### config.mk
export PLATFORM = sky130hd
export DESIGN_NAME = id_stage
export DESIGN_NICKNAME = d
export VERILOG_FILES = /design/src/rtl/isa_pkg.sv /design/src/rtl/decoder.sv /design/src/rtl/id_stage.sv
export SDC_FILE = /design/constraint.sdc
export NUM_CORES = 1
export LEC_CHECK = 0
export ABC_AREA = 1
export CAP_MARGIN = 20
export CELL_PAD_IN_SITES_DETAIL_PLACEMENT = 1
export CELL_PAD_IN_SITES_GLOBAL_PLACEMENT = 1
export CORE_ASPECT_RATIO = 0.8
export CORE_MARGIN = 10
export CORE_UTILIZATION = 31
export DETAILED_ROUTE_END_ITERATION = 6
export GPL_TIMING_DRIVEN = 0
export HOLD_SLACK_MARGIN = 0.1
export PLACE_DENSITY = 0.92
export SLEW_MARGIN = 10
export SYNTH_ARGS = -nofsm -noshare
export SYNTH_HDL_FRONTEND = slang
export SYNTH_SLANG_ARGS = --single-unit
### constraint.sdc
create_clock -name clk -period 3.53 [get_ports clk]
set_clock_uncertainty 0.2 [all_clocks]
set_input_delay 0.353 -clock clk [delete_from_list [all_inputs] [get_ports clk]]
set_output_delay 0.353 -clock clk [all_outputs]
set_load 0.05 [all_outputs]
### src/rtl/isa_pkg.sv
// Shared ISA definitions for the decode stage: opcodes, ALU/memory/exception
// codes, instruction field positions and the link register index.
package isa_pkg;

    localparam int OP_LSB   = 26;
    localparam int OP_W     = 6;
    localparam int RA_LSB   = 21;
    localparam int RB_LSB   = 16;
    localparam int RC_LSB   = 11;
    localparam int IMM_LSB  = 0;
    localparam int IMM_W    = 16;
    localparam int LINK_REG = 31;

    // Even opcodes below 0x10 are R-form, odd ones the matching I-form.
    typedef enum logic [5:0] {
        OP_ANDR  = 6'h00, OP_ANDI  = 6'h01,
        OP_ORR   = 6'h02, OP_ORI   = 6'h03,
        OP_XORR  = 6'h04, OP_XORI  = 6'h05,
        OP_ADDSR = 6'h06, OP_ADDSI = 6'h07,
        OP_ADDUR = 6'h08, OP_ADDUI = 6'h09,
        OP_SUBSR = 6'h0A, OP_SUBSI = 6'h0B,
        OP_SUBUR = 6'h0C, OP_SUBUI = 6'h0D,
        OP_SHRLR = 6'h0E, OP_SHRLI = 6'h0F,
        OP_BE    = 6'h10, OP_BNE   = 6'h11,
        OP_BSR   = 6'h12, OP_JMP   = 6'h13,
        OP_LDW   = 6'h14, OP_STW   = 6'h15
    } opcode_t;

    typedef enum logic [3:0] {
        ALU_NOP  = 4'd0,
        ALU_AND  = 4'd1,
        ALU_OR   = 4'd2,
        ALU_XOR  = 4'd3,
        ALU_ADDS = 4'd4,
        ALU_ADDU = 4'd5,
        ALU_SUBS = 4'd6,
        ALU_SUBU = 4'd7,
        ALU_SHRL = 4'd8
    } alu_op_t;

    typedef enum logic [1:0] {
        MEM_NOP = 2'd0,
        MEM_LDW = 2'd1,
        MEM_STW = 2'd2
    } mem_op_t;

    typedef enum logic [1:0] {
        EXP_NONE  = 2'd0,
        EXP_UNDEF = 2'd1
    } exp_code_t;

    // ALU function of an R/I pair, selected by opcode bits [3:1].
    function automatic alu_op_t alu_of(input logic [2:0] fn);
        case (fn)
            3'd0:    return ALU_AND;
            3'd1:    return ALU_OR;
            3'd2:    return ALU_XOR;
            3'd3:    return ALU_ADDS;
            3'd4:    return ALU_ADDU;
            3'd5:    return ALU_SUBS;
            3'd6:    return ALU_SUBU;
            default: return ALU_SHRL;
        endcase
    endfunction

endpackage

### src/rtl/decoder.sv
// Combinational decode, operand forwarding and branch evaluation for id_stage.
// Forwarding from EX/MEM is compiled in only when ID_FWD_EN is defined.
module decoder
    import isa_pkg::*;
#(
    parameter int GPR_ADDR_W = 5
) (
    input  logic [29:0]           if_pc,
    input  logic [31:0]           if_insn,
    input  logic                  if_en,
    input  logic [31:0]           gpr_rd_data_0,
    input  logic [31:0]           gpr_rd_data_1,
    input  logic                  ex_en,
    input  logic                  ex_gpr_we_,
    input  logic [GPR_ADDR_W-1:0] ex_dst_addr,
    input  logic [31:0]           ex_fwd_data,
    input  logic                  mem_en,
    input  logic                  mem_gpr_we_,
    input  logic [GPR_ADDR_W-1:0] mem_dst_addr,
    input  logic [31:0]           mem_fwd_data,
    output logic [GPR_ADDR_W-1:0] ra_addr,
    output logic [GPR_ADDR_W-1:0] rb_addr,
    output logic                  ra_used,
    output logic                  rb_used,
    output logic                  br_taken,
    output logic [29:0]           br_addr,
    output alu_op_t               alu_op,
    output logic [31:0]           alu_in_0,
    output logic [31:0]           alu_in_1,
    output mem_op_t               mem_op,
    output logic [31:0]           mem_wr_data,
    output logic [GPR_ADDR_W-1:0] dst_addr,
    output logic                  gpr_we_,
    output exp_code_t             exp_code
);

    logic [OP_W-1:0]       op;
    logic [GPR_ADDR_W-1:0] rc_addr;
    logic [IMM_W-1:0]      imm;
    logic [31:0]           simm, zimm, imm_ext;
    logic [31:0]           ra_data, rb_data;
    logic [29:0]           rel_target;
    logic                  br_hit;

    assign op      = if_insn[OP_LSB +: OP_W];
    assign ra_addr = if_insn[RA_LSB +: GPR_ADDR_W];
    assign rb_addr = if_insn[RB_LSB +: GPR_ADDR_W];
    assign rc_addr = if_insn[RC_LSB +: GPR_ADDR_W];
    assign imm     = if_insn[IMM_LSB +: IMM_W];
    assign simm    = {{(32-IMM_W){imm[IMM_W-1]}}, imm};
    assign zimm    = {{(32-IMM_W){1'b0}}, imm};
    assign imm_ext = (op inside {OP_ANDI, OP_ORI, OP_XORI}) ? zimm : simm;

`ifdef ID_FWD_EN
    logic ex_hit_a, ex_hit_b, mem_hit_a, mem_hit_b;

    assign ex_hit_a  = ex_en  & ~ex_gpr_we_  & (ex_dst_addr  == ra_addr);
    assign ex_hit_b  = ex_en  & ~ex_gpr_we_  & (ex_dst_addr  == rb_addr);
    assign mem_hit_a = mem_en & ~mem_gpr_we_ & (mem_dst_addr == ra_addr);
    assign mem_hit_b = mem_en & ~mem_gpr_we_ & (mem_dst_addr == rb_addr);

    // EX holds the younger result, so it takes priority over MEM.
    assign ra_data = ex_hit_a ? ex_fwd_data : mem_hit_a ? mem_fwd_data : gpr_rd_data_0;
    assign rb_data = ex_hit_b ? ex_fwd_data : mem_hit_b ? mem_fwd_data : gpr_rd_data_1;
`else
    logic unused_fwd;

    assign unused_fwd = ^{ex_en, ex_gpr_we_, ex_dst_addr, ex_fwd_data,
                          mem_en, mem_gpr_we_, mem_dst_addr, mem_fwd_data};
    assign ra_data    = gpr_rd_data_0;
    assign rb_data    = gpr_rd_data_1;
`endif

    assign rel_target = if_pc + 30'd1 + simm[29:0];

    always_comb begin
        ra_used     = 1'b0;
        rb_used     = 1'b0;
        br_hit      = 1'b0;
        br_addr     = rel_target;
        alu_op      = ALU_NOP;
        alu_in_0    = '0;
        alu_in_1    = '0;
        mem_op      = MEM_NOP;
        mem_wr_data = '0;
        dst_addr    = '0;
        gpr_we_     = 1'b1;
        exp_code    = EXP_NONE;
        if (op[5:4] == 2'b00) begin
            alu_op   = alu_of(op[3:1]);
            alu_in_0 = ra_data;
            ra_used  = 1'b1;
            gpr_we_  = 1'b0;
            if (op[0]) begin
                alu_in_1 = imm_ext;
                dst_addr = rb_addr;
            end else begin
                alu_in_1 = rb_data;
                dst_addr = rc_addr;
                rb_used  = 1'b1;
            end
        end else begin
            case (op)
                OP_BE, OP_BNE: begin
                    ra_used = 1'b1;
                    rb_used = 1'b1;
                    br_hit  = (ra_data == rb_data) ^ (op == OP_BNE);
                end
                OP_BSR: begin
                    br_hit   = 1'b1;
                    alu_op   = ALU_ADDU;
                    alu_in_0 = {if_pc + 30'd1, 2'b00};
                    dst_addr = GPR_ADDR_W'(LINK_REG);
                    gpr_we_  = 1'b0;
                end
                OP_JMP: begin
                    ra_used = 1'b1;
                    br_hit  = 1'b1;
                    br_addr = ra_data[31:2];
                end
                OP_LDW: begin
                    ra_used  = 1'b1;
                    alu_op   = ALU_ADDU;
                    alu_in_0 = ra_data;
                    alu_in_1 = simm;
                    mem_op   = MEM_LDW;
                    dst_addr = rb_addr;
                    gpr_we_  = 1'b0;
                end
                OP_STW: begin
                    ra_used     = 1'b1;
                    rb_used     = 1'b1;
                    alu_op      = ALU_ADDU;
                    alu_in_0    = ra_data;
                    alu_in_1    = simm;
                    mem_op      = MEM_STW;
                    mem_wr_data = rb_data;
                end
                default: exp_code = EXP_UNDEF;
            endcase
        end
    end

    assign br_taken = br_hit & if_en;

endmodule

### src/rtl/id_stage.sv
// Instruction-decode stage: ID/EX pipeline register and load/RAW hazard detection.
// Build option: ID_FWD_EN enables EX/MEM operand forwarding.
module id_stage
    import isa_pkg::*;
#(
    parameter int GPR_ADDR_W = 5
) (
    input  logic                  clk,
    input  logic                  reset,
    input  logic                  stall,
    input  logic                  flush,
    input  logic [29:0]           if_pc,
    input  logic [31:0]           if_insn,
    input  logic                  if_en,
    output logic [GPR_ADDR_W-1:0] gpr_rd_addr_0,
    output logic [GPR_ADDR_W-1:0] gpr_rd_addr_1,
    input  logic [31:0]           gpr_rd_data_0,
    input  logic [31:0]           gpr_rd_data_1,
    input  logic                  ex_en,
    input  logic                  ex_gpr_we_,
    input  logic [GPR_ADDR_W-1:0] ex_dst_addr,
    input  logic [31:0]           ex_fwd_data,
    input  logic                  mem_en,
    input  logic                  mem_gpr_we_,
    input  logic [GPR_ADDR_W-1:0] mem_dst_addr,
    input  logic [31:0]           mem_fwd_data,
    output logic                  br_taken,
    output logic [29:0]           br_addr,
    output logic                  ld_hazard,
    output logic                  id_en,
    output logic [29:0]           id_pc,
    output logic [3:0]            id_alu_op,
    output logic [31:0]           id_alu_in_0,
    output logic [31:0]           id_alu_in_1,
    output logic [1:0]            id_mem_op,
    output logic [31:0]           id_mem_wr_data,
    output logic [GPR_ADDR_W-1:0] id_dst_addr,
    output logic                  id_gpr_we_,
    output logic [1:0]            id_exp_code
);

    typedef struct packed {
        logic                  en;
        logic [29:0]           pc;
        logic [3:0]            alu_op;
        logic [31:0]           alu_in_0;
        logic [31:0]           alu_in_1;
        logic [1:0]            mem_op;
        logic [31:0]           mem_wr_data;
        logic [GPR_ADDR_W-1:0] dst_addr;
        logic                  gpr_we_;
        logic [1:0]            exp_code;
    } idex_t;

    // Reset and bubble share one encoding: all zero, write disabled.
    localparam idex_t BUBBLE = '{gpr_we_: 1'b1, default: '0};

    logic [GPR_ADDR_W-1:0] ra_addr, rb_addr, dec_dst_addr;
    logic                  ra_used, rb_used, dec_br_taken, dec_gpr_we_;
    logic [29:0]           dec_br_addr;
    alu_op_t               dec_alu_op;
    logic [31:0]           dec_alu_in_0, dec_alu_in_1, dec_mem_wr_data;
    mem_op_t               dec_mem_op;
    exp_code_t             dec_exp_code;
    idex_t                 dec, idex_q;
    logic                  load_use;

    decoder #(.GPR_ADDR_W(GPR_ADDR_W)) u_decoder (
        .if_pc         (if_pc),
        .if_insn       (if_insn),
        .if_en         (if_en),
        .gpr_rd_data_0 (gpr_rd_data_0),
        .gpr_rd_data_1 (gpr_rd_data_1),
        .ex_en         (ex_en),
        .ex_gpr_we_    (ex_gpr_we_),
        .ex_dst_addr   (ex_dst_addr),
        .ex_fwd_data   (ex_fwd_data),
        .mem_en        (mem_en),
        .mem_gpr_we_   (mem_gpr_we_),
        .mem_dst_addr  (mem_dst_addr),
        .mem_fwd_data  (mem_fwd_data),
        .ra_addr       (ra_addr),
        .rb_addr       (rb_addr),
        .ra_used       (ra_used),
        .rb_used       (rb_used),
        .br_taken      (dec_br_taken),
        .br_addr       (dec_br_addr),
        .alu_op        (dec_alu_op),
        .alu_in_0      (dec_alu_in_0),
        .alu_in_1      (dec_alu_in_1),
        .mem_op        (dec_mem_op),
        .mem_wr_data   (dec_mem_wr_data),
        .dst_addr      (dec_dst_addr),
        .gpr_we_       (dec_gpr_we_),
        .exp_code      (dec_exp_code)
    );

    assign gpr_rd_addr_0 = ra_addr;
    assign gpr_rd_addr_1 = rb_addr;

    assign load_use = id_en & (id_mem_op == MEM_LDW) & ~id_gpr_we_ & if_en &
                      ((ra_used & (id_dst_addr == ra_addr)) |
                       (rb_used & (id_dst_addr == rb_addr)));

`ifdef ID_FWD_EN
    assign ld_hazard = load_use;
`else
    logic ex_raw, mem_raw;

    // Without forwarding, any pending write to a used source must stall.
    assign ex_raw  = ex_en & ~ex_gpr_we_ &
                     ((ra_used & (ex_dst_addr == ra_addr)) |
                      (rb_used & (ex_dst_addr == rb_addr)));
    assign mem_raw = mem_en & ~mem_gpr_we_ &
                     ((ra_used & (mem_dst_addr == ra_addr)) |
                      (rb_used & (mem_dst_addr == rb_addr)));
    assign ld_hazard = load_use | (if_en & (ex_raw | mem_raw));
`endif

    // Never redirect on operands that the hazard says are stale.
    assign br_taken = dec_br_taken & ~ld_hazard;
    assign br_addr  = dec_br_addr;

    assign dec = '{
        en:          1'b1,
        pc:          if_pc,
        alu_op:      dec_alu_op,
        alu_in_0:    dec_alu_in_0,
        alu_in_1:    dec_alu_in_1,
        mem_op:      dec_mem_op,
        mem_wr_data: dec_mem_wr_data,
        dst_addr:    dec_dst_addr,
        gpr_we_:     dec_gpr_we_,
        exp_code:    dec_exp_code
    };

    always_ff @(posedge clk or negedge reset) begin
        if (!reset) begin
            idex_q <= BUBBLE;
        end else if (!stall) begin
            if (flush || !if_en) idex_q <= BUBBLE;
            else                 idex_q <= dec;
        end
    end

    assign id_en          = idex_q.en;
    assign id_pc          = idex_q.pc;
    assign id_alu_op      = idex_q.alu_op;
    assign id_alu_in_0    = idex_q.alu_in_0;
    assign id_alu_in_1    = idex_q.alu_in_1;
    assign id_mem_op      = idex_q.mem_op;
    assign id_mem_wr_data = idex_q.mem_wr_data;
    assign id_dst_addr    = idex_q.dst_addr;
    assign id_gpr_we_     = idex_q.gpr_we_;
    assign id_exp_code    = idex_q.exp_code;

endmodule

# After elaboration in Yosys (flattened, before gate mapping)
# Cells that the tools add are included.
# word_totals
reg_bits	141
inputBits	209
out_inout_bits	183
wordCells	105
# op_classes
n_addsub	2
n_eq_ne	23
n_mux	30
bitwise	27
reduce_logical	13
# op_table
op	count
$mux 32	7
$mux 141	1
$pmux 32 s2	1
$mux 30	2
$eq 6x5->1 const B	6
$eq 32x32->1	1
$add 30x1->30 const B	1
$add 30x30->30	1
$eq 5x5->1	6
$pmux 4 s7	1
$and 1x1->1	17
$mux 5	2
$pmux 5 s2	1
$eq 3x3->1 const B	3
$mux 1	9
$reduce_or 2->1	4
$eq 3x2->1 const B	2
$eq 6x1->1 const B	1
$eq 6x2->1 const B	1
$eq 6x3->1 const B	1
$reduce_or 3->1	2
$reduce_or 6->1	1
$or 1x1->1	5
$reduce_or 5->1	1
14 further kinds	18

# Depth between registers and ports, before layout
# Gate-level depths: netlist of run 1.
# depth
depth_word	12
depth_mapped	24
depth_no_buf	24

# By module
# From an unflattened synthesis of run 1, not the netlist that was laid out.
# unflattened
hier_cells	1491
hier_area_um2	10607.7
# modules_own_cells
module	n_inst	cells_each	area_per_inst_um2
id_stage	1	465	5579.1
decoder	1	1026	5028.6

# Worst setup path before layout of run 1
# OpenSTA, ideal clock, no wires.
# synth_timing
kind	input port to output port
from	input port if_pc[1]
to	output port br_addr[12]
arrival_time_ns	3.122
slack_ns	-0.145
cell_stages	14
n_path_buf	0
cell_sequence	nand2_1 nor2_1 inv_1 nor4_1 xor2_1 inv_1 ha_1 nand2_1 nand2_1 o21bai_1 inv_1 nand2_1 xnor2_1 o21ai_0
# synth_between
elab_chain_len	4
# synth_lines
element	line_no	text
start, declared	id_stage.sv:12	input logic [29:0] if_pc,
$add 30x1->30 (*)	decoder.sv:74	assign rel_target = if_pc + 30'd1 + simm[29:0];
$add 30x30->30 (*)	decoder.sv:74	
$mux 30	decoder.sv:103	case (op)
$mux 30 (*)	decoder.sv:89	if (op[5:4] == 2'b00) begin
end, declared	id_stage.sv:28	output logic [29:0] br_addr,
# Mark *: on every way between the ends. The rest lies on a longest branch, timed or not.

# Worst setup path after layout of run 1
# layout_timing
from	input port if_pc[1]
to	output port br_addr[13]
# The elaborated chain is that of the path after synthesis.

==> metrics, run 1 <==
run status complete, but fails checks; violated checks negative setup slack; per-cell via count in the routed design ~5.7; share of synthesized area occupied by flip-flops and latches a little over a third; dominant delay contributor by cell family on the critical path simple AND/OR/NAND/NOR gates; WP buf/inv 5; horizontal extent of the die roughly 220 µm; initial cell density of the core 31.6%; startpoint-to-endpoint class of the critical path input port to output pin; Bufs on Longest Clock Path 2; total negative setup slack -1480 ps; share of post-route cells with drive strength above 1 a little under a quarter; CP Launch Type input port; net switching power ~2.4 mW; crit path time final about 3700 ps; register bit total from synthesis between 100 and 150; commonest non-fill, non-tap cells in the layout nand2_1 (389), clkdlybuf4s50_1 (264), inv_1 (175); Yosys warnings 0; async set-or-reset flop fraction in the synthesized netlist 100%; maximum cell stage delay along the critical path around 320 ps; internal portion of total power roughly 3.6 mW; Highest Clock Rate about 270 MHz; overall power of the completed layout slightly below 6 mW; number of nets produced by synthesis ~1700; final worst setup slack -180 ps; nature of the critical path endpoint output pin; number of H-tree branching levels 4; site row count 58; pre-CTS worst setup slack -1760 ps; endpoint required time on the critical path a little under 3000 ps; placed cell count between 2000 and 2500; first-pass GRT wire length 84300 µm; synthesized netlist cell count approximately 1500; Max-Slew Margin vs Limit a little under a quarter; Mapped Area about 10000 µm²; remaining global-route overflow 0; number of synthesized flops with an enable pin 0; floorplan die area ~40000 µm²; clock latency on the worst-skew pair around 440 ps; count of buffers from port buffering between 300 and 400; RSZ-0062 raised after global routing true; Routed Antenna Nets 0; count of unique library cells instantiated by Yosys 47; DR WL/cell 27.2 µm; Total Nets Final 2124; TritonCTS Buffers 17; part of the power in registers between 20% and 30%; arrival time of data at the critical path endpoint 3160 ps; post-route worst hold slack approximately 100 ps; DR DRC count 0; Non-Filler Instances about 2300; number of detailed-route iterations in the first pass 6; maximum fanout along the worst path 4; clock share of power 34.9%; total setup violations reported at the end of the flow 17; Vert. Die Dim 181 µm; initial antenna violation count 5; CTS Root Cell clkbuf_16; transition time of the tightest slew-check pin between 1000 and 1500 ps; detailed placer's ending HPWL ~43000 µm; combinational group share of total power around 37%; master of the slowest instance on the critical path ha_4; Hold Path Class input port to flip-flop; number of global-route vias before repair between 10000 and 15000; per-instance average area after synthesis around 6.8 µm²; sink count of the clock tree 140; IR drop worst, VDD around 370 µV; cell leakage power 7.76 nW; routability-driven placement congestion ratio 0.943; largest net degree at the start of global routing between 90 and 100; register clock-pin slew on the reported worst setup and hold paths ~80 ps; CTS tree yes; total count of hold-check failures in the final report 0; GRT Overall Usage roughly 27%; via total after detailed routing roughly 13000; standard cell core area 31600 µm²; critical-path cell list buf_12 -> ha_4 -> inv_2 -> nor2_4 -> buf_4 -> and3_4 -> or2_2 -> nand2_4 -> inv_2 -> ha_4 -> nand2_4 -> nor3_1 -> nand2_1 -> nand2_2 -> xor2_1 -> nand2_1 -> o21ai_0 -> buf_4; final worst-path cycle share 105%; top flip-flop cell by instance count after synthesis dfrtp_1; pwr dens roughly 360 nW/µm²; most common cell after layout, fill and taps aside nand2_1; I/O pin total about 390; Maximum Capacitance Violations 0; Final Slew Violations 0; violation count after the first detailed-routing iteration 1367; total wirelength of the detailed-routed design 63000 µm; growth of design area from synthesis to finish 66.4%; switching power as a share of total power 40.1%
## metrics by stage
| stage | instance area (µm²) | utilization (%) |
|---|---|---|
| floorplan | 10000 | - |
| global placement | 13800 | 43.6 |
| detailed placement | 13800 | 43.7 |
| CTS | 15600 | 49.4 |
| global route | 16700 | 52.6 |
| finish | 16700 | 52.7 |
## area by class of cell
cell class	instances	area (µm²)
well taps	420	526
fillers	3778	15000
clock inverters	15	211
multi-input cells	1071	7100
inverters	203	767
clock buffers	17	425
diodes	5	12.5
repair buffers	390	3850
flip-flops and latches	140	3500
plain buffers	54	263
## synthesized netlist by cell type (2+ instances only)
| master | number | area (µm²) |
|---|---|---|
| nand2_1 | 473 | 1780 |
| inv_1 | 197 | 739 |
| dfrtp_1 | 139 | 3480 |
| nor2_1 | 130 | 488 |
| o21ai_0 | 115 | 576 |
| nand3_1 | 77 | 385 |
| ha_1 | 37 | 463 |
| a21oi_1 | 33 | 165 |
| xor2_1 | 32 | 280 |
| xnor2_1 | 28 | 245 |
| clkbuf_1 | 27 | 101 |
| nand4_1 | 20 | 125 |
| a32o_1 | 17 | 170 |
| buf_4 | 12 | 90.1 |
| o21ai_1 | 12 | 60.1 |
| o211ai_1 | 11 | 82.6 |
| a22o_1 | 10 | 87.6 |
| a32oi_1 | 10 | 87.6 |
| buf_2 | 10 | 50.1 |
| o21bai_1 | 9 | 67.6 |
| nand3b_1 | 7 | 52.6 |
| nor3_1 | 7 | 35.0 |
| inv_2 | 6 | 22.5 |
| buf_1 | 5 | 18.8 |
| o221ai_1 | 5 | 43.8 |
| o22ai_1 | 5 | 31.3 |
| or2_2 | 4 | 25.0 |
| a22oi_1 | 3 | 22.5 |
| a31oi_1 | 3 | 18.8 |
| and2_1 | 3 | 18.8 |
| nand2_2 | 3 | 18.8 |
| nor4_1 | 2 | 12.5 |
| o31ai_1 | 2 | 15.0 |
## registers in the layout (all words and copies together) (netlist names)
name and flops:
id_exp_code 1, id_mem_wr_data 32, id_dst_addr 5, id_mem_op 2
id_pc 30, id_alu_op 4, id_alu_in_0 32, id_en 1
id_alu_in_1 32, id_gpr_we_ 1
## cells by family after synthesis
kind of cell | Yosys count | share of synthesized area, %
compound gates | 239 | 14.6
xor+xnor | 60 | 5.25
fa+ha+maj | 38 | 4.82
buf+inv | 257 | 10.2
flops | 140 | 35.0
other cells | 1 | 0.0375
simple gates | 733 | 30.1
## worst reg2reg max path, cell delays in order, from the launching register on
cell and delay [ps]:
dfrtp_1 400, nand2_1 80, o211ai_1 100, dlygate4sd3_1 630
## per-layer routing
layer	vias up	GRT usage, %	part of all wire (%)
met5	-	0	0
met4	0	16.2	7.0
met3	277	5.73	8.7
met2	827	45.3	46
met1	6473	31.6	38
li1	5528	-	-
## path summary, 6_finish.rpt
| check | start | end | slack, ps | depth (start not counted) |
|---|---|---|---|---|
| worst max-delay path | if_pc[1] | br_addr[13] | -180 | 18 |
| worst min-delay path | if_pc[22] | id_pc[22] | 100 | 2 |
| worst max register to register | id_alu_in_0[2] | id_alu_in_0[2] | 2010 | 3 |
| worst min register to register | id_mem_wr_data[13] | id_mem_wr_data[13] | 290 | 2 |
| max in group asynchronous | reset | id_alu_in_0[3] | 2090 | 3 |
| min in group asynchronous | reset | id_alu_in_1[31] | 190 | 2 |
## power groups by stage
stage / Combinational [mW] / Sequential (mW) / Clock, mW
6_report: 2.19 / 1.68 / 2.07
5_1_grt: 2.28 / 1.69 / 2.13
4_1_cts: 1.91 / 1.68 / 2.03
3_5_place_dp: 1.77 / 1.71 / 0
3_3_place_gp: 1.73 / 1.71 / 0
2_1_floorplan: 0.836 / 1.86 / 0
## timing repair
| action | 4_1_cts | 5_1_grt |
|---|---|---|
| endpoints found under the hold margin | 93 | 3 |
| pin swaps | 65 | 88 |
| gates resized for setup | 430 | 250 |
| setup buffers | 25 | 24 |
| endpoints found under the setup margin | 31 | 31 |
| hold buffers | 12 | 3 |
(Power assumes the default switching activity.)
==> inputs of run 2 (changes only) <==
--- a/config.mk
+++ b/config.mk
@@ -20,3 +20,4 @@
 export SYNTH_ARGS = -nofsm -noshare
 export SYNTH_HDL_FRONTEND = slang
 export SYNTH_SLANG_ARGS = --single-unit
+export TNS_END_PERCENT = 30
==> metrics, run 2 (synthesized netlist as in run 1, its figures left out) <==
run status complete, but fails checks (unchanged); violated checks design-rule violations, negative setup slack (was negative setup slack); Total Nets Final 2129 (was 2124); post-route worst hold slack 116 ps (was 104 ps); maximum fanout along the worst path 5 (was 4); Reg2Reg Launch Point id_alu_in_0[13] (was id_alu_in_0[2]); Hold Path Class input port to flip-flop (unchanged); Highest Clock Rate 254 MHz (was 270 MHz); final worst setup slack -411 ps (was -180 ps); Worst Setup SP if_pc[0] (was if_pc[1]); Hold Startpoint if_pc[24] (was if_pc[22]); Vert. Die Dim 181 µm (unchanged); sink count of the clock tree 140 (unchanged); remaining global-route overflow 0 (unchanged); crit path time final 3940 ps (was 3710 ps); dominant delay contributor by cell family on the critical path simple AND/OR/NAND/NOR gates (unchanged); total wirelength of the detailed-routed design 68800 µm (was 63000 µm); CTS tree yes (unchanged); first-pass GRT wire length 85800 µm (was 84300 µm); WP buf/inv 7 (was 5); TritonCTS Buffers 17 (unchanged); register clock-pin slew on the reported worst setup and hold paths 70 ps (was 80 ps); Bufs on Longest Clock Path 2 (unchanged); number of global-route vias before repair 13400 (was 13500); part of the power in registers 29.7% (was 28.3%); number of detailed-route iterations in the first pass 7 (was 6); routability-driven placement congestion ratio 0.964 (was 0.943); clock latency on the worst-skew pair 430 ps (was 440 ps); nature of the critical path endpoint output pin (unchanged); internal portion of total power 3.36 mW (was 3.56 mW); via total after detailed routing 13600 (was 13100); RSZ-0062 raised after global routing true (unchanged); Maximum Capacitance Violations 0 (unchanged); largest net degree at the start of global routing 91 (was 95); I/O pin total 392 (unchanged); final worst-path cycle share 112% (was 105%); placed cell count 2214 (unchanged); total negative setup slack -4110 ps (was -1480 ps); initial cell density of the core 31.6% (unchanged); DR WL/cell 29.6 µm (was 27.2 µm); growth of design area from synthesis to finish 63.3% (was 66.4%); maximum cell stage delay along the critical path 340 ps (was 320 ps); horizontal extent of the die 221 µm (unchanged); detailed placer's ending HPWL 44100 µm (was 43400 µm); violation count after the first detailed-routing iteration 1536 (was 1367); IR drop worst, VDD 412 µV (was 366 µV); total count of hold-check failures in the final report 0 (unchanged); CTS Root Cell clkbuf_16 (unchanged); endpoint required time on the critical path 2980 ps (about the same); initial antenna violation count 8 (was 5); critical-path cell list buf_12 -> ha_4 -> nor3b_4 -> buf_4 -> nand3_1 -> xor2_2 -> inv_1 -> ha_4 -> nand2_1 -> inv_1 -> nand2_1 -> nand3_1 -> inv_1 -> nand2_1 -> inv_1 -> nand2_1 -> xor2_1 -> nand2_1 -> nand2_2 -> buf_6 (was buf_12 -> ha_4 -> inv_2 -> nor2_4 -> buf_4 -> and3_4 -> or2_2 -> nand2_4 -> inv_2 -> ha_4 -> nand2_4 -> nor3_1 -> nand2_1 -> nand2_2 -> xor2_1 -> nand2_1 -> o21ai_0 -> buf_4); share of post-route cells with drive strength above 1 21.1% (was 22.9%); count of buffers from port buffering 325 (unchanged); startpoint-to-endpoint class of the critical path input port to output pin (unchanged); net switching power 2.32 mW (was 2.38 mW); switching power as a share of total power 40.8% (was 40.1%); floorplan die area 39900 µm² (unchanged); master of the slowest instance on the critical path ha_4 (unchanged); transition time of the tightest slew-check pin 1070 ps (was 1160 ps); combinational group share of total power 38.4% (was 36.8%); overall power of the completed layout 5.68 mW (was 5.94 mW); number of H-tree branching levels 4 (unchanged); per-cell via count in the routed design 5.87 (was 5.66); pre-CTS worst setup slack -1670 ps (was -1760 ps); cell leakage power 7.67 nW (was 7.76 nW); Non-Filler Instances 2325 (was 2315); Routed Antenna Nets 0 (unchanged); pwr dens 348 nW/µm² (was 357 nW/µm²); arrival time of data at the critical path endpoint 3390 ps (was 3160 ps); clock share of power 32.0% (was 34.9%); Critical Path Most Common Cell nand2_1; most common cell after layout, fill and taps aside nand2_1 (unchanged); Max-Slew Margin vs Limit 28.4% (was 22.7%); GRT Overall Usage 27.7% (was 27.1%); site row count 58 (unchanged); Final Slew Violations 0 (unchanged); CP Launch Type input port (unchanged); DR DRC count 3 (was 0); standard cell core area 31600 µm² (unchanged); total setup violations reported at the end of the flow 22 (was 17); commonest non-fill, non-tap cells in the layout nand2_1 (408), clkdlybuf4s50_1 (263), inv_1 (181) (was nand2_1 (389), clkdlybuf4s50_1 (264), inv_1 (175))
run 2: layout make-up:
cell class	count	area, µm²
fill	3834	15300
multi-input combinational	1071	6850
timing repair buffer	395	3860
sequential	140	3500
inverter	203	767
tap	420	526
clock buffer	19	433
buffer	54	260
clock inverter	13	118
antenna	10	25.0
run 2: stage by stage:
step | cell area [µm²] | util, %
after global routing | 16300 | 51.6
after floorplan | 10000 | -
after CTS | 15300 | 48.4
after global placement | 13800 | 43.6
after detailed placement | 13800 | 43.7
final | 16300 | 51.6
run 2: worst paths after layout:
| check | depth (start not counted) | to | slack [ps] |
|---|---|---|---|
| worst min register to register | 2 | id_mem_wr_data[11] | 290 |
| max in group asynchronous | 3 | id_gpr_we_ | 2030 |
| worst max-delay path | 20 | br_addr[15] | -410 |
| worst min-delay path | 3 | id_pc[24] | 120 |
| min in group asynchronous | 2 | id_mem_wr_data[26] | 220 |
| worst max register to register | 3 | id_alu_in_0[13] | 2350 |
run 2: per-layer routing:
metal | global-route usage [%] | share of wire, %
met5 | 0 | 0
met4 | 15.3 | 8.2
met3 | 4.86 | 10
met2 | 46.2 | 45
met1 | 33.3 | 36
run 2: timing repair:
| item | CTS | global route |
|---|---|---|
| hold buffers | 14 | 2 |
| cloned | 0 | 0 |
| setup endpoints to repair | 31 | 31 |
| pin swaps | 53 | 82 |
| resized for setup | 396 | 235 |
| setup buffers | 23 | 30 |
| hold endpoints to repair | 63 | 2 |
run 2: power by group through the flow:
stage	combinational (mW)	clock [mW]	sequential (mW)
floorplan	0.836	0	1.86
global placement	1.74	0	1.71
detailed placement	1.78	0	1.71
CTS	1.89	1.76	1.68
global route	2.27	1.88	1.69
finish	2.18	1.81	1.69
run 2: worst min-delay path, cell delays in order:
cell	delay, ps
clkbuf_2	150
inv_1	120
o21ai_0	90
==> inputs of run 3 (changes only) <==
--- a/config.mk
+++ b/config.mk
@@ -15,6 +15,7 @@
 export DETAILED_ROUTE_END_ITERATION = 6
 export GPL_TIMING_DRIVEN = 0
 export HOLD_SLACK_MARGIN = 0.1
+export MAX_ROUTING_LAYER = met4
 export PLACE_DENSITY = 0.92
 export SLEW_MARGIN = 10
 export SYNTH_ARGS = -nofsm -noshare
==> metrics, run 3 (synthesized netlist as in run 1, its figures left out) <==
Total Nets Final 2124 (was 2129); nature of the critical path endpoint output pin (unchanged); startpoint-to-endpoint class of the critical path input port to output pin (unchanged); share of post-route cells with drive strength above 1 19.6% (was 21.1%); number of global-route vias before repair 13400 (about the same); post-route worst hold slack 120 ps (was 116 ps); TritonCTS Buffers 17 (unchanged); number of H-tree branching levels 4 (unchanged); site row count 58 (unchanged); CTS tree yes (unchanged); maximum fanout along the worst path 5 (unchanged); violated checks negative setup slack (was design-rule violations, negative setup slack); cell leakage power 7.68 nW (was 7.67 nW); GRT Overall Usage 28.3% (was 27.7%); total negative setup slack -1370 ps (was -4110 ps); Routed Antenna Nets 0 (unchanged); I/O pin total 392 (unchanged); Vert. Die Dim 181 µm (unchanged); DR WL/cell 27.1 µm (was 29.6 µm); per-cell via count in the routed design 5.65 (was 5.87); first-pass GRT wire length 85100 µm (was 85800 µm); DR DRC count 0 (was 3); floorplan die area 39900 µm² (unchanged); Layout fillers 3859 (was 3834); endpoint required time on the critical path 2980 ps (about the same); overall power of the completed layout 5.88 mW (was 5.68 mW); number of detailed-route iterations in the first pass 7 (unchanged); initial antenna violation count 6 (was 8); Max-Slew Margin vs Limit 27.5% (was 28.4%); largest net degree at the start of global routing 95 (was 91); most common cell after layout, fill and taps aside nand2_1 (unchanged); horizontal extent of the die 221 µm (unchanged); final worst-path cycle share 105% (was 112%); standard cell core area 31600 µm² (unchanged); crit path time final 3710 ps (was 3940 ps); commonest non-fill, non-tap cells in the layout nand2_1 (420), clkdlybuf4s50_1 (263), inv_1 (183) (was nand2_1 (408), clkdlybuf4s50_1 (263), inv_1 (181)); routability-driven placement congestion ratio 0.982 (was 0.964); clock latency on the worst-skew pair 440 ps (was 430 ps); Reg2Reg Launch Point id_alu_in_0[12] (was id_alu_in_0[13]); Worst Setup SP if_pc[6] (was if_pc[0]); Highest Clock Rate 270 MHz (was 254 MHz); RSZ-0062 raised after global routing true (unchanged); run status complete, but fails checks (unchanged); detailed placer's ending HPWL 43900 µm (was 44100 µm); total setup violations reported at the end of the flow 18 (was 22); remaining global-route overflow 0 (unchanged); Hold Startpoint if_pc[18] (was if_pc[24]); initial cell density of the core 31.6% (unchanged); arrival time of data at the critical path endpoint 3150 ps (was 3390 ps); Maximum Capacitance Violations 0 (unchanged); register clock-pin slew on the reported worst setup and hold paths 70 ps (about the same); growth of design area from synthesis to finish 62.7% (was 63.3%); final worst setup slack -178 ps (was -411 ps); transition time of the tightest slew-check pin 1090 ps (was 1070 ps); Final Slew Violations 0 (unchanged); total count of hold-check failures in the final report 0 (unchanged); Bufs on Longest Clock Path 2 (unchanged); pwr dens 361 nW/µm² (was 348 nW/µm²); Hold Path Class input port to flip-flop (unchanged); CTS Root Cell clkbuf_16 (unchanged); Core Util, Final 51.5% (was 51.6%); total wirelength of the detailed-routed design 62800 µm (was 68800 µm); count of buffers from port buffering 325 (unchanged); CP Launch Type input port (unchanged); via total after detailed routing 13100 (was 13600); sink count of the clock tree 140 (unchanged); violation count after the first detailed-routing iteration 1348 (was 1536); IR drop worst, VDD 383 µV (was 412 µV)
[run 3: cell types whose count changed in the layout (fill, tap and decap cells not counted), sizes merged]
cell | previous run | this run
bufinv | 1 | 5
clkinv | 7 | 3
clkbuf | 59 | 60
clkinvlp | 2 | 3
clkdlybuf4s18 | 1 | 0
diode | 10 | 8
dlygate4sd2 | 2 | 5
inv | 206 | 205
clkdlybuf4s15 | 5 | 6
dlymetal6s2s | 2 | 1
buf | 120 | 112
[run 3: final timing paths]
check | slack (ps) | depth (start not counted) | endpoint
worst min register to register | 290 | 2 | id_mem_wr_data[5]
max in group asynchronous | 2090 | 3 | id_alu_in_1[12]
worst max register to register | 2410 | 2 | id_alu_in_0[12]
min in group asynchronous | 190 | 2 | id_alu_in_1[27]
worst min-delay path | 120 | 2 | id_pc[18]
worst max-delay path | -180 | 23 | br_addr[29]
[run 3: stage by stage]
| stage | cell area, µm² | cells | setup WS (ps) |
|---|---|---|---|
| 2_1_floorplan | 10000 | 1468 | -15.8 |
| 3_3_place_gp | 13800 | 2213 | -3860 |
| 3_5_place_dp | 13800 | 2214 | -1710 |
| 4_1_cts | 15500 | 2284 | -54.5 |
| 5_1_grt | 16300 | 2316 | -309 |
| 6_report | 16300 | 2318 | -178 |
[run 3: layout make-up]
type / instances / area [µm²] / share of cell area [%]
Multi-Input combinational cell: 1071 / 6710 / 41.2
Buffer: 54 / 260 / 1.60
Clock buffer: 19 / 443 / 2.72
Tap cell: 420 / 526 / 3.23
Antenna cell: 8 / 20.0 / 0.123
Sequential cell: 140 / 3500 / 21.5
Clock inverter: 13 / 213 / 1.31
Inverter: 203 / 764 / 4.69
Timing Repair Buffer: 390 / 3840 / 23.6
[run 3: what timing repair did]
action	in CTS	in global routing
hold endpoints to repair	91	4
setup endpoints to repair	32	30
resized for setup	412	173
setup buffers	26	22
pin swaps	43	54
hold buffers	12	4
[run 3: per-layer routing]
metal	vias to the layer above	part of all wire, %	track usage (%)
met4	0	6.1	13.8
met3	257	8.4	5.28
met2	799	47	46.8
met5	-	0	-
met1	6509	39	32.7
li1	5522	-	-
[run 3: power by group]
group          leakage [nW]  internal (mW)  total [mW]  switching [mW]
Clock                 0.310           1.28        2.10           0.819
Sequential             1.93           1.65        1.69          0.0366
Combinational          5.44          0.717        2.09            1.38
[run 3: worst max-delay path, cell delays in order]
cell	delay [ps]
buf_6	130
nand4_1	150
buf_6	170
nor2_4	220
nand2_4	100
nor2_4	180
buf_12	130
xor2_4	290
buf_6	150
ha_4	200
nand2_4	90
inv_1	40
nand2_1	50
and2_4	140
nand2_2	60
nand2_2	70
nand2_2	60
inv_1	50
nand2_1	50
nand2_1	80
nand3_2	90
nand2_2	110
buf_8	140
